<file path="src/rtl/membus_lsu_pkg.sv">
// Shared types for the load/store unit: bus payloads, access sizes and FSM states.
package membus_lsu_pkg;

    typedef logic [31:0] uint32;

    typedef struct packed {
        uint32      write_data;
        logic [3:0] mask_byte;
    } membus_cmd_t;

    typedef struct packed {
        uint32 read_data;
    } membus_res_t;

    typedef enum logic [1:0] {
        SIZE_BYTE = 2'd0,
        SIZE_HALF = 2'd1,
        SIZE_WORD = 2'd2
    } access_size_e;

    typedef enum logic [2:0] {
        ST_IDLE,
        ST_FIRST,
        ST_SECOND,
        ST_WAIT,
        ST_DONE
    } lsu_state_e;

    function automatic logic [2:0] byte_count(input access_size_e size);
        case (size)
            SIZE_BYTE: return 3'd1;
            SIZE_HALF: return 3'd2;
            default:   return 3'd4;
        endcase
    endfunction

endpackage

</file>
<file path="src/rtl/membus_lsu_align.sv">
// Combinational lane logic: byte mask, shifted write data, read extract and extend.
module membus_lsu_align
    import membus_lsu_pkg::*;
(
    input  access_size_e size_i,
    input  logic [1:0]   off_i,
    input  logic         unsigned_i,
    input  uint32        wdata_i,
    input  uint32        lo_i,
    input  uint32        hi_i,
    output logic [7:0]   mask_o,
    output logic [63:0]  wdata_o,
    output uint32        rdata_o
);

    logic [7:0]  base_mask;
    logic [31:0] data_mask;
    logic [31:0] r32;

    always_comb begin
        base_mask = 8'h01;
        data_mask = 32'h0000_00FF;
        case (size_i)
            SIZE_HALF: begin
                base_mask = 8'h03;
                data_mask = 32'h0000_FFFF;
            end
            SIZE_WORD: begin
                base_mask = 8'h0F;
                data_mask = 32'hFFFF_FFFF;
            end
            default: ;
        endcase

        mask_o  = base_mask << off_i;
        wdata_o = {32'd0, wdata_i & data_mask} << {off_i, 3'b000};

        // Only the low word of the shifted pair is ever needed.
        r32 = 32'({hi_i, lo_i} >> {off_i, 3'b000});
        case (size_i)
            SIZE_BYTE: rdata_o = unsigned_i ? {24'd0, r32[7:0]}
                                            : {{24{r32[7]}}, r32[7:0]};
            SIZE_HALF: rdata_o = unsigned_i ? {16'd0, r32[15:0]}
                                            : {{16{r32[15]}}, r32[15:0]};
            default:   rdata_o = r32;
        endcase
    end

endmodule

</file>
<file path="src/rtl/membus_lsu.sv">
// Load/store initiator: latches one request, issues one or two word accesses, returns aligned data.
module membus_lsu
    import membus_lsu_pkg::*;
#(
    parameter int unsigned WIDTH = 10
) (
    input  logic                  clk,
    input  logic                  rst,
    input  logic                  req_valid,
    output logic                  req_ready,
    input  logic                  req_write,
    input  logic [1:0]            req_size,
    input  logic                  req_unsigned,
    input  logic [31:0]           req_addr,
    input  logic [31:0]           req_wdata,
    output logic                  resp_valid,
    output logic [31:0]           resp_rdata,
    output logic [WIDTH-3:0]      bus_address,
    output logic                  write_enable,
    output membus_cmd_t           membuscmd,
    input  membus_res_t           membusres
);

    localparam int unsigned WW = WIDTH - 2;

    lsu_state_e     state_q;
    logic [WIDTH-1:0] addr_q;
    logic           write_q;
    access_size_e   size_q;
    logic           unsigned_q;
    uint32          wdata_q;
    uint32          lo_hold_q;
    uint32          resp_rdata_q;

    logic [WW-1:0]  word0;
    logic [WW-1:0]  word1;
    logic           split;
    logic [7:0]     mask8;
    logic [63:0]    wdata64;
    uint32          align_rdata;
    uint32          align_lo;
    uint32          align_hi;
    logic           unused_addr;

    assign unused_addr = ^req_addr[31:WIDTH];

    assign word0 = addr_q[WIDTH-1:2];
    assign word1 = word0 + WW'(1);
    assign split = ({1'b0, addr_q[1:0]} + byte_count(size_q)) > 3'd4;

    // Split loads pair the held first word with the second; aligned loads use the bus word directly.
    assign align_lo = split ? lo_hold_q : membusres.read_data;
    assign align_hi = split ? membusres.read_data : 32'd0;

    membus_lsu_align u_align (
        .size_i     (size_q),
        .off_i      (addr_q[1:0]),
        .unsigned_i (unsigned_q),
        .wdata_i    (wdata_q),
        .lo_i       (align_lo),
        .hi_i       (align_hi),
        .mask_o     (mask8),
        .wdata_o    (wdata64),
        .rdata_o    (align_rdata)
    );

    always_ff @(posedge clk) begin
        if (rst) begin
            state_q      <= ST_IDLE;
            addr_q       <= '0;
            write_q      <= 1'b0;
            size_q       <= SIZE_BYTE;
            unsigned_q   <= 1'b0;
            wdata_q      <= '0;
            lo_hold_q    <= '0;
            resp_rdata_q <= '0;
        end else begin
            case (state_q)
                ST_IDLE: begin
                    if (req_valid) begin
                        addr_q     <= req_addr[WIDTH-1:0];
                        write_q    <= req_write;
                        unsigned_q <= req_unsigned;
                        wdata_q    <= req_wdata;
                        case (req_size)
                            2'b00:   size_q <= SIZE_BYTE;
                            2'b01:   size_q <= SIZE_HALF;
                            default: size_q <= SIZE_WORD;
                        endcase
                        state_q <= ST_FIRST;
                    end
                end
                ST_FIRST: begin
                    if (split) begin
                        state_q <= ST_SECOND;
                    end else if (write_q) begin
                        resp_rdata_q <= '0;
                        state_q      <= ST_DONE;
                    end else begin
                        state_q <= ST_WAIT;
                    end
                end
                ST_SECOND: begin
                    lo_hold_q <= membusres.read_data;
                    if (write_q) begin
                        resp_rdata_q <= '0;
                        state_q      <= ST_DONE;
                    end else begin
                        state_q <= ST_WAIT;
                    end
                end
                ST_WAIT: begin
                    resp_rdata_q <= align_rdata;
                    state_q      <= ST_DONE;
                end
                ST_DONE:  state_q <= ST_IDLE;
                default:  state_q <= ST_IDLE;
            endcase
        end
    end

    assign req_ready  = (state_q == ST_IDLE);
    assign resp_valid = (state_q == ST_DONE);
    assign resp_rdata = resp_rdata_q;

    // Bus decode from state and latched fields only; reset kills the write strobe immediately.
    always_comb begin
        bus_address  = '0;
        write_enable = 1'b0;
        membuscmd    = '0;
        case (state_q)
            ST_FIRST: begin
                bus_address          = word0;
                membuscmd.mask_byte  = mask8[3:0];
                membuscmd.write_data = wdata64[31:0];
                write_enable         = write_q;
            end
            ST_SECOND: begin
                bus_address          = word1;
                membuscmd.mask_byte  = mask8[7:4];
                membuscmd.write_data = wdata64[63:32];
                write_enable         = write_q;
            end
            default: ;
        endcase
        if (rst) begin
            write_enable = 1'b0;
        end
    end

endmodule

</file>
<file path="config.mk">
export PLATFORM = sky130hd
export DESIGN_NAME = membus_lsu
export DESIGN_NICKNAME = d
export VERILOG_FILES = /design/src/rtl/membus_lsu_pkg.sv /design/src/rtl/membus_lsu_align.sv /design/src/rtl/membus_lsu.sv
export SDC_FILE = /design/constraint.sdc
export NUM_CORES = 1
export LEC_CHECK = 0
export BUFFER_PORTS_ARGS = -buffer_cell sky130_fd_sc_hd__buf_2
export CELL_PAD_IN_SITES_DETAIL_PLACEMENT = 1
export CELL_PAD_IN_SITES_GLOBAL_PLACEMENT = 1
export CORE_ASPECT_RATIO = 0.8
export CORE_MARGIN = 3
export CORE_UTILIZATION = 34
export CTS_CLUSTER_DIAMETER = 80
export DETAILED_ROUTE_END_ITERATION = 7
export HOLD_SLACK_MARGIN = 0.08
export MAX_ROUTING_LAYER = met4
export PLACE_DENSITY_LB_ADDON = 0.1
export SKIP_CTS_REPAIR_TIMING = 1
export SLEW_MARGIN = 20
export SYNTH_ARGS = -nofsm -noshare
export SYNTH_HDL_FRONTEND = slang
export SYNTH_SLANG_ARGS = --single-unit
</file>
<file path="constraint.sdc">
create_clock -name clk -period 2.8 [get_ports clk]
set_clock_uncertainty 0.1 [all_clocks]
set_input_delay 0.7 -clock clk [delete_from_list [all_inputs] [get_ports clk]]
set_output_delay 0.7 -clock clk [all_outputs]
set_load 0.05 [all_outputs]
</file>
==> results.txt <==
The count of vias placed by the detailed router came out at 7998. The async set or reset register ratio after synthesis came out at 0. The slack of the critical path came out at -0.295 ns. The minimum period implied by the final worst setup slack is 3.09 ns. The area enclosed by the die boundary came out at 21500 sq um. The aggregate global routing overflow came out at 0. The number of flip-flops and latches in the synthesized netlist is 113.

In the synthesized netlist the dominant register cell turns out to be sky130_fd_sc_hd__dfxtp_1. The mean routed wirelength per cell is 21.3 um. In the routed design, unresolved DRC markers number 0. The number of iterations in the first detailed-routing pass came out at 6. The synthesized instance count is 939. For the pin with the worst max-slew slack, the measured transition is 1.47 ns. The core area came out at between 15000 and 20000 sq um. Summed over all nets, wire length on met2 after detailed routing comes to 13100 um.

The required time of the critical path came out at 3.05 ns. The number of buffers inserted by port buffering is ~160. The number of synthesized flops with an enable pin is 0.

The netlist area before placement is 6710 sq um. The critical path is of the reg2reg type. The worst setup path is captured at a register.

The layout overhead on the synthesized area is 55.7%. For the worst-skew pair, the clock arrives at the later sink with an insertion delay of roughly 0.42 ns. The share of the cycle needed by the critical path after routing came out at 1.11. The clock passes through at most 2 buffers.

The sequential cell area fraction in the yosys report is 0.337. The antenna diode instance count came out at 0. The design area is 10400 sq um. The worst setup path is launched from a register. The total wire length after detailed routing came out at 30400 um. The CTS sink count came out at 113. The setup TNS came out at -6.91 ns. The number of warnings reported in the yosys synthesis log is 0. For the worst setup path, the data arrival time is 3.35 ns. Dividing total power by cell area gives a power density of a little over 600 nW/um^2. Walking the worst path, the cells encountered are inv_2 > ha_4 > ha_4 > inv_2 > fa_2 > buf_4 > o21a_4 > nor3_4 > mux2_4 > a211oi_2 > buf_4 > a21oi_2 > buf_6 > o21ai_2. The horizontal extent of the die is 163 um. The total routing usage reported by global routing is 0.256.

The post-place instance area is 8580 sq um. At the end of routability-driven placement, the weighted congestion stood at 0.884. The wire length of the first global-routing pass is 41700 um.

The number of cells after detailed placement came out at 1376. The number of global-route vias before repair came out at 7224. The worst pin sits at a relative slew slack of 0.0112. The initial DRC count came out at 665.

The effective utilization at floorplan is 0.350. After clock tree synthesis, the clock-pin slew on the worst setup and hold paths is approximately 0.060 ns. The CTS root buffer is sky130_fd_sc_hd__clkbuf_16.

The post-route met1 wirelength came out at 14600 um. The highest layer touched by signal routing is met4. The number of top-level design ports is 182.

The site row count is 45. The count of nets after finishing is 1265. The count of nets left with antenna violations once routing finished came out at 0.

When the netlist entered floorplanning its net count stood at 1049. The number of fillers in the final layout came out at 2332. On the critical path, the stage with the largest delay is an instance of sky130_fd_sc_hd__fa_2. The final cell count without fillers is 1426. The number of maximum-capacitance violations came out at 1. The number of buffers created by CTS came out at 17.

The final count of pins violating max slew came out at 0. The final-report hold violation count is 0. After legalization and detailed placement, the total HPWL measured approximately 20000 um.

Among cell families on the critical path, the largest total delay comes from adder cells. The checks that failed: max-capacitance violations, negative setup slack. The detailed-route vias per instance came out at 5.61. The worst IR drop on VDD is 0.000384 V. The count of different cell masters after synthesis came out at 56. TritonCTS built the clock tree. The fraction of layout cells with a size suffix above 1 came out at 0.413. The static leakage came out at 4.16 nW. The detailed route wirelength on metal3 came out at 2300 um. The pin count of the biggest net entering global routing is 54. The CTS H-tree depth came out at 4.

The fmax is 323 MHz. The count of buffering cells on the critical path with inverters included is 5. The class of the worst hold path is reg2reg. The initial antenna violation count is 0. The flow ran to the end, but the final reports show violations. The final setup violation count is 41. Along the worst path, the maximum fanout reaches 5. The die height is 132 um. Setup repair after global routing could not meet its margin everywhere.

In this design, the stage delay of the slowest critical-path cell is 0.41 ns. After synthesis, the mean cell area works out to 7.14 sq um.
routing by layer:
layer,vias to the layer above,GRT usage
met5,-,-
met1,3925,0.393
li1,3726,-
met2,312,0.346
met4,0,0.0465
met3,35,0.0529
where the power goes:
part	switching, mW	internal (mW)	leakage, nW
Clock	0.862	1.32	0.284
Combinational	1.38	0.915	2.95
Sequential	0.121	1.73	0.923
cells in the final DEF (no fill, tap or decap), types with 16 or more instances in the layout:
master                      synthesis  final
sky130_fd_sc_hd__buf_6              1     49
sky130_fd_sc_hd__a21oi_1          133    112
sky130_fd_sc_hd__nor2_1            66     47
sky130_fd_sc_hd__mux2i_1           63     43
sky130_fd_sc_hd__nand3_1           27     26
sky130_fd_sc_hd__a21oi_2            1     22
sky130_fd_sc_hd__o21ai_1           10     16
sky130_fd_sc_hd__buf_4              1     81
sky130_fd_sc_hd__o21ai_0           36     16
sky130_fd_sc_hd__nand2_1          255    246
sky130_fd_sc_hd__buf_2             12    118
sky130_fd_sc_hd__clkbuf_16          0     22
sky130_fd_sc_hd__dfxtp_1          113    105
synth_stat cells, drive strengths merged (2+ instances only):
| master | n | share of area |
|---|---|---|
| nand2 | 255 | 0.14 |
| a21oi | 134 | 0.10 |
| dfxtp | 113 | 0.34 |
| nor2 | 66 | 0.037 |
| mux2i | 63 | 0.094 |
| clkbuf | 52 | 0.029 |
| o21ai | 46 | 0.034 |
| nand3 | 27 | 0.020 |
| buf | 23 | 0.017 |
| nor3 | 20 | 0.016 |
| o221ai | 14 | 0.018 |
| a211oi | 12 | 0.014 |
| mux2 | 11 | 0.018 |
| o22ai | 10 | 0.0093 |
| a22o | 9 | 0.012 |
| a31oi | 9 | 0.0084 |
| a22oi | 8 | 0.0090 |
| inv | 8 | 0.0045 |
| o211ai | 7 | 0.0078 |
| ha | 6 | 0.011 |
| nor3b | 4 | 0.0045 |
| nor4 | 4 | 0.0047 |
| or3 | 4 | 0.0045 |
| nand2b | 3 | 0.0028 |
| or2 | 3 | 0.0028 |
| xor2 | 3 | 0.0039 |
| and3 | 2 | 0.0019 |
| nor2b | 2 | 0.0019 |
| o311ai | 2 | 0.0026 |
| o31ai | 2 | 0.0030 |
| or3b | 2 | 0.0026 |
registers in the layout, indices dropped and copies added (netlist names):
register,cells
addr_q,10
lo_hold_q,32
resp_rdata,32
size_q,2
state_q,3
unsigned_q,1
wdata_q,32
write_q,1
worst register-to-register path, delay by kind of cell (launching register included):
| family | cells | cell delay [ns] |
|---|---|---|
| flip-flops | 1 | 0.32 |
| adder cells (fa/ha/maj) | 3 | 0.70 |
| multiplexers | 1 | 0.35 |
| buffers and inverters | 5 | 0.68 |
| AO/OA/AOI/OAI | 4 | 0.62 |
| AND/OR/NAND/NOR | 1 | 0.27 |
path summary, 6_finish.rpt:
check / startpoint / end / slack (ns) / depth (start not counted)
hold reg to reg: resp_rdata[6] / resp_rdata[6] / 0.34 / 2
setup reg to reg: size_q[1] / resp_rdata[25] / -0.29 / 14
setup / recovery: size_q[1] / resp_rdata[25] / -0.29 / 14
hold / removal: resp_rdata[6] / resp_rdata[6] / 0.34 / 2
logic make-up (layout without fill, tap and decap cells):
logic type | Yosys count | after routing | synth area share
AOI/OAI and AO/OA | 264 | 264 | 0.235
xor gates and xnor gates | 3 | 3 | 0.00392
adders and majority gates | 7 | 7 | 0.0142
buffers and inverters | 83 | 312 | 0.0504
DFF | 113 | 113 | 0.337
muxes | 75 | 75 | 0.116
and+or+nand+nor | 394 | 394 | 0.244
per-stage QoR:
| step | utilization | power, mW | setup WS [ns] | hold slack, ns |
|---|---|---|---|---|
| 4_1_cts | 0.479 | 5.88 | -0.394 | 0.343 |
| 2_1_floorplan | - | 2.99 | -0.417 | 0.336 |
| 3_5_place_dp | 0.448 | 3.69 | -0.304 | 0.334 |
| 6_report | 0.545 | 6.32 | -0.295 | 0.341 |
| 5_1_grt | 0.545 | 6.60 | -0.374 | 0.356 |
| 3_3_place_gp | 0.448 | 3.67 | -0.319 | 0.330 |
cell type report:
type	count	area, sq um	share of cell area
Clock buffer	17	425	0.0407
Clock inverter	15	160	0.0153
Inverter	8	32.5	0.00312
Multi-Input combinational cell	743	5030	0.482
Sequential cell	113	2280	0.219
Tap cell	258	323	0.0309
Timing Repair Buffer	272	2190	0.209
No activity file was read; power rests on OpenSTA's default activity.
